## src/rtl/calc1_port_responder_if.sv

```systemverilog
// Request/response bundle for one calc1 port.
// The master drives commands and operands. The slave (the responder) returns results and status.
interface calc1_port_responder_if #(
    parameter int DROP_W = 8
);
    logic [0:3]        req_cmd_in;
    logic [0:31]       req_data_in;
    logic [0:1]        out_resp;
    logic [0:31]       out_data;
    logic              busy;
    logic [0:DROP_W-1] drop_count;

    modport master (
        output req_cmd_in, req_data_in,
        input  out_resp, out_data, busy, drop_count
    );

    modport slave (
        input  req_cmd_in, req_data_in,
        output out_resp, out_data, busy, drop_count
    );
endinterface

```

## src/rtl/calc1_port_responder.sv

```systemverilog
// Single-port calc1 responder: captures a command and two operands, executes add/sub/shl/shr,
// and returns a single one-cycle response beat. Commands that arrive while busy are counted as drops.
module calc1_port_responder #(
    parameter int LATENCY = 1,
    parameter int DROP_W  = 8
) (
    input logic                   c_clk,
    input logic                   reset,
    calc1_port_responder_if.slave port_if
);
    typedef enum logic [1:0] {S_IDLE, S_OP2, S_EXEC, S_RESP} state_e;

    localparam logic [3:0]        LAT_LOAD = 4'(LATENCY - 1);
    localparam logic [DROP_W-1:0] DROP_MAX = '1;

    state_e            state_q;
    logic [3:0]        cmd_q;
    logic [3:0]        cnt_q;
    logic [31:0]       op1_q;
    logic [31:0]       op2_q;
    logic [1:0]        resp_q;
    logic [31:0]       data_q;
    logic              busy_q;
    logic [DROP_W-1:0] drop_q;
    logic [DROP_W-1:0] drop_d;
    logic [3:0]        cmd_in;
    logic [31:0]       din;

    assign cmd_in = port_if.req_cmd_in;
    assign din    = port_if.req_data_in;

    function automatic logic cmd_legal(input logic [3:0] c);
        return c inside {4'd1, 4'd2, 4'd5, 4'd6};
    endfunction

    function automatic logic [DROP_W-1:0] sat_inc(input logic [DROP_W-1:0] v);
        return (v == DROP_MAX) ? v : v + DROP_W'(1);
    endfunction

    // Returns {resp, data}. Any error code always carries a zero result.
    function automatic logic [33:0] execute(input logic [3:0] c, input logic [31:0] a,
                                            input logic [31:0] b);
        logic [32:0] sum;
        sum = {1'b0, a} + {1'b0, b};
        case (c)
            4'd1:    return sum[32] ? {2'd2, 32'd0} : {2'd1, sum[31:0]};
            4'd2:    return (b > a) ? {2'd2, 32'd0} : {2'd1, a - b};
            4'd5:    return {2'd1, a << b[4:0]};
            4'd6:    return {2'd1, a >> b[4:0]};
            default: return {2'd2, 32'd0};
        endcase
    endfunction

    always_comb begin
        drop_d = drop_q;
        if (state_q != S_IDLE && cmd_in != 4'd0) drop_d = sat_inc(drop_q);
    end

    // The response is formed on the RESP edge, so it becomes visible in the cycle after RESP.
    always_ff @(posedge c_clk or negedge reset) begin
        if (!reset) begin
            state_q <= S_IDLE;
            cmd_q   <= '0;
            cnt_q   <= '0;
            op1_q   <= '0;
            op2_q   <= '0;
            resp_q  <= '0;
            data_q  <= '0;
            busy_q  <= 1'b0;
            drop_q  <= '0;
        end else begin
            drop_q <= drop_d;
            resp_q <= 2'd0;
            data_q <= 32'd0;
            case (state_q)
                S_IDLE: begin
                    if (cmd_in != 4'd0) begin
                        cmd_q   <= cmd_in;
                        op1_q   <= din;
                        state_q <= cmd_legal(cmd_in) ? S_OP2 : S_RESP;
                        busy_q  <= 1'b1;
                    end
                end
                S_OP2: begin
                    op2_q   <= din;
                    cnt_q   <= LAT_LOAD;
                    state_q <= S_EXEC;
                end
                S_EXEC: begin
                    if (cnt_q == 4'd0) state_q <= S_RESP;
                    else               cnt_q   <= cnt_q - 4'd1;
                end
                S_RESP: begin
                    {resp_q, data_q} <= execute(cmd_q, op1_q, op2_q);
                    state_q          <= S_IDLE;
                    busy_q           <= 1'b0;
                end
                default: state_q <= S_IDLE;
            endcase
        end
    end

    assign port_if.out_resp   = resp_q;
    assign port_if.out_data   = data_q;
    assign port_if.busy       = busy_q;
    assign port_if.drop_count = drop_q;
endmodule

```

## src/flat_wrapper.sv

```systemverilog
// flat-port wrapper written by rule: the top's interface ports become plain ports
module calc1_port_responder_flat 
#(
    parameter int LATENCY = 1,
    parameter int DROP_W  = 8
)
  (c_clk, reset, port_if_req_cmd_in, port_if_req_data_in, port_if_out_resp, port_if_out_data, port_if_busy, port_if_drop_count);
  calc1_port_responder_if #(.DROP_W(DROP_W)) port_if_i ();
  input logic c_clk;
  input logic reset;
  input wire logic [$bits(port_if_i.req_cmd_in)-1:0] port_if_req_cmd_in;
  input wire logic [$bits(port_if_i.req_data_in)-1:0] port_if_req_data_in;
  output wire logic [$bits(port_if_i.out_resp)-1:0] port_if_out_resp;
  output wire logic [$bits(port_if_i.out_data)-1:0] port_if_out_data;
  output wire logic [$bits(port_if_i.busy)-1:0] port_if_busy;
  output wire logic [$bits(port_if_i.drop_count)-1:0] port_if_drop_count;
  assign port_if_i.req_cmd_in = port_if_req_cmd_in;
  assign port_if_i.req_data_in = port_if_req_data_in;
  assign port_if_out_resp = port_if_i.out_resp;
  assign port_if_out_data = port_if_i.out_data;
  assign port_if_busy = port_if_i.busy;
  assign port_if_drop_count = port_if_i.drop_count;
  calc1_port_responder #(.LATENCY(LATENCY), .DROP_W(DROP_W)) u_core (.c_clk(c_clk), .reset(reset), .port_if(port_if_i));
endmodule
```

## config.mk

```make
export PLATFORM = sky130hd
export DESIGN_NAME = calc1_port_responder_flat
export DESIGN_NICKNAME = d
export VERILOG_FILES = /design/src/rtl/calc1_port_responder_if.sv /design/src/rtl/calc1_port_responder.sv /design/src/flat_wrapper.sv
export SDC_FILE = /design/constraint.sdc
export NUM_CORES = 1
export LEC_CHECK = 0
export ABC_AREA = 1
export CAP_MARGIN = 25
export CORE_AREA = 2 2 166 168
export DETAILED_ROUTE_END_ITERATION = 10
export DIE_AREA = 0 0 168 170
export PLACE_DENSITY = 0.82
export SKIP_LAST_GASP = 1
export SYNTH_ARGS = -nofsm -noshare
export SYNTH_HDL_FRONTEND = slang
export SYNTH_SLANG_ARGS = --single-unit
```

## constraint.sdc

```tcl
create_clock -name c_clk -period 2.5 [get_ports c_clk]
set_input_delay 0.375 -clock c_clk [delete_from_list [all_inputs] [get_ports c_clk]]
set_output_delay 0.375 -clock c_clk [all_outputs]
set_load 0.05 [all_outputs]
```

==> metrics.txt <==
outcome=finished with violations; failing checks=negative hold slack, negative setup slack; Worst Tran Pin Value=0.8579 ns; asr flop ratio synth=100.0%; hold_buf cts=0; row count=60; Syn Area/Cell=5.656 um2; CP max stage cell=dfrtp_1; HP Class=in2async; Adder-Cell Fraction of Synth Area=7.301%; # setup viols final=1; chip width=168 um; critical path capture point type=register; crit path cell chain=buf_4, ha_1, inv_1, o21ai_1, a21oi_2, nand2_2, a21oi_2, buf_4, nand2_2, nor2_4, buf_12, clkinv_8, nand4_1, buf_4, nor2_1; Compound-Gate Fraction of Synth Area=8.256%; WL final=58.86 mm; CP top delay family=buffers and inverters; Detail Placement HPWL=44.61 mm; effective utilization at floorplan=49.64%; initial antenna violation count=3; Worst-path clk slew=0.07 ns; mux contribution to synthesized area=0%; DR iter-0 viols=2455; Routed Antenna Nets=0; Worst Skew=0.01253 ns; RSZ-0062 raised after global routing=yes; core area=0.02665 mm2; syn nets=2453; first-pass GRT wire length=85.64 mm; die area=0.02856 mm2; vias in the first global route=14757; CTS sink count=117; final worst path period share=100.1%; hold violation count in the final report=6; drt drc=0; Clock Latency Late Sink=0.43 ns; simple-gate share of the synthesized area=47.40%; pin count of the biggest net entering global routing=118; Synth Area in XOR/XNOR=1.787%; CTS tree=built; maximum clock rate=0.3998 GHz; CP peak stage delay=0.44 ns; final layout net count=2680; vias=16642; IO Port Bufs=80; largest family of logic cells by synthesized area=simple AND/OR/NAND/NOR gates; critical path class=reg2reg; WP data required=2.79 ns; total congestion overflow=0; Netlist cell types=41; number of H-tree levels=4; chip height=170 um; io pins=81; drt first pass iters=6; GRT Util Overall=39.55%; synth warn=0; Root Driver=clkbuf_16; Layout area overhead=29.44%; EDFF count, synth=0; Yosys reg bits=117; Hold Slack=-0.01405 ns; ratio of cells with drive above 1 in the final layout=16.40%; Syn Inst Count=2339; routability cong.=0.9974; filler cell count=2525; Max Root-Sink Buffers=2; Seq/Total Area, Yosys=22.13%; final worst setup slack=-0.001525 ns; total CTS buffers=17; Max FO, Critical Path=7; Max Slew Vio Count=0; WL/cell=20.15 um; Worst EP arrival=2.79 ns; DR vias/cell=5.697; max cap viols=0; crit-path most repeated cell=buf_4; post-route core utilization=64.26%; crit path buf inv count=6; CP Launch Type=register; Post-synth top flop=dfrtp_1; max_slew headroom=42.81%; clock period minus final worst setup slack=2.502 ns; Post-Syn Area=0.01323 mm2
-- registers in the layout, indices dropped and copies added, names as in the netlist --
register and flops:
u_core.cmd_q 4, u_core.cnt_q 4, u_core.op1_q 32, u_core.op2_q 32, u_core.port_if.busy 1, u_core.port_if.drop_count 8
u_core.port_if.out_data 32, u_core.port_if.out_resp 2, u_core.state_q 2
-- synthesized netlist by cell type, types with 4 or more instances --
cell type	number	area, um2
nand2_1	846	3176
inv_1	314	1179
nand3_1	308	1541
nor2_1	246	923.4
dfrtp_1	117	2928
a21oi_1	77	385.4
o21ai_0	75	375.4
ha_1	74	925.9
clkbuf_1	48	180.2
nand4_1	29	181.4
buf_2	27	135.1
xor2_1	24	210.2
buf_1	15	56.30
o211ai_1	15	112.6
and2_1	14	87.58
nor3_1	13	65.06
buf_4	12	90.09
nand2_2	12	75.07
nand3_2	11	110.1
inv_2	9	33.78
o21bai_1	9	67.56
a21boi_0	7	52.55
or2_2	4	25.02
-- cells in the final DEF (no fill, tap or decap), types with 7 or more instances in the layout --
cell and instances:
dfrtp_1 116, and2_1 13, o21bai_1 7, buf_4 209
nand3_2 18, ha_2 12, inv_2 17, xor2_1 24
ha_1 47, o21ai_0 70, nand4_1 29, nor2_2 27
buf_12 15, inv_1 304, clkdlybuf4s50_1 79, a21oi_2 12
nor2_1 217, o211ai_1 15, a21oi_1 66, nand2_2 28
nand3_1 301, nor3_1 12, nand2_1 830, ha_4 15
clkbuf_16 21, buf_6 7
-- logic make-up (layout without fill, tap and decap cells) --
logic type | after synthesis | after routing
adder cells (fa/ha/maj) | 76 | 76
buffers and inverters | 430 | 670
other | 0 | 1
AO/OA/AOI/OAI | 195 | 195
XOR/XNOR | 27 | 27
flip-flops | 117 | 117
AND/OR/NAND/NOR | 1494 | 1494
-- path summary, 6_finish.rpt --
path	startpoint	endpoint	slack, ns	cells after the start
min in group c_clk	port_if_req_data_in[16]	u_core.op1_q[16]	0.51	3
min reg2reg	u_core.cnt_q[0]	u_core.cnt_q[0]	0.51	1
min	reset	u_core.op2_q[28]	-0.01	2
max reg2reg	u_core.op1_q[22]	u_core.port_if.out_resp[0]	-0.002	15
max in group asynchronous	reset	u_core.op2_q[1]	1.84	2
max	u_core.op1_q[22]	u_core.port_if.out_resp[0]	-0.002	15
-- final cells by class --
cell class	count	area [um2]	area share (%)
clock buffers	18	439.2	2.564
multi-input cells	1792	9054	52.87
inverters	323	1229	7.175
clock inverters	14	201.4	1.176
flip-flops and latches	117	2929	17.10
well taps	341	426.7	2.491
diodes	1	2.502	0.01461
repair buffers	314	2839	16.58
repair inverters	1	5.005	0.02922
-- per-layer routing --
metal | wire, um | track usage (%)
met1 | 23520 | 54.31
met2 | 26290 | 63.35
met3 | 6931 | 9.000
met4 | 2094 | 9.301
met5 | 27 | 0
-- through the flow --
step	worst slack [ns]	setup TNS (ns)	hold WS, ns	area, um2	cells
final	-0.001525	-0.001525	-0.01405	17130	2921
after global routing	-0.06120	-0.5071	0.08912	17130	2921
after CTS	-0.01996	-0.04985	0.07933	16400	2903
after detailed placement	-0.2290	-3.831	0.4967	15700	2868
after global placement	-0.1210	-1.312	0.4837	15700	2868
after floorplan	0.01920	0	0.07941	13240	2339
-- repair_timing --
action / in CTS / in global routing
buffers inserted: 3 / 13
setup endpoints to repair: 33 / 34
resized for setup: 6 / 134
pin swaps: 2 / 15
cloned: 0 / 5
Power is not shown: default switching activity piles up to over one toggle a cycle in this logic, so the estimate is an artifact.
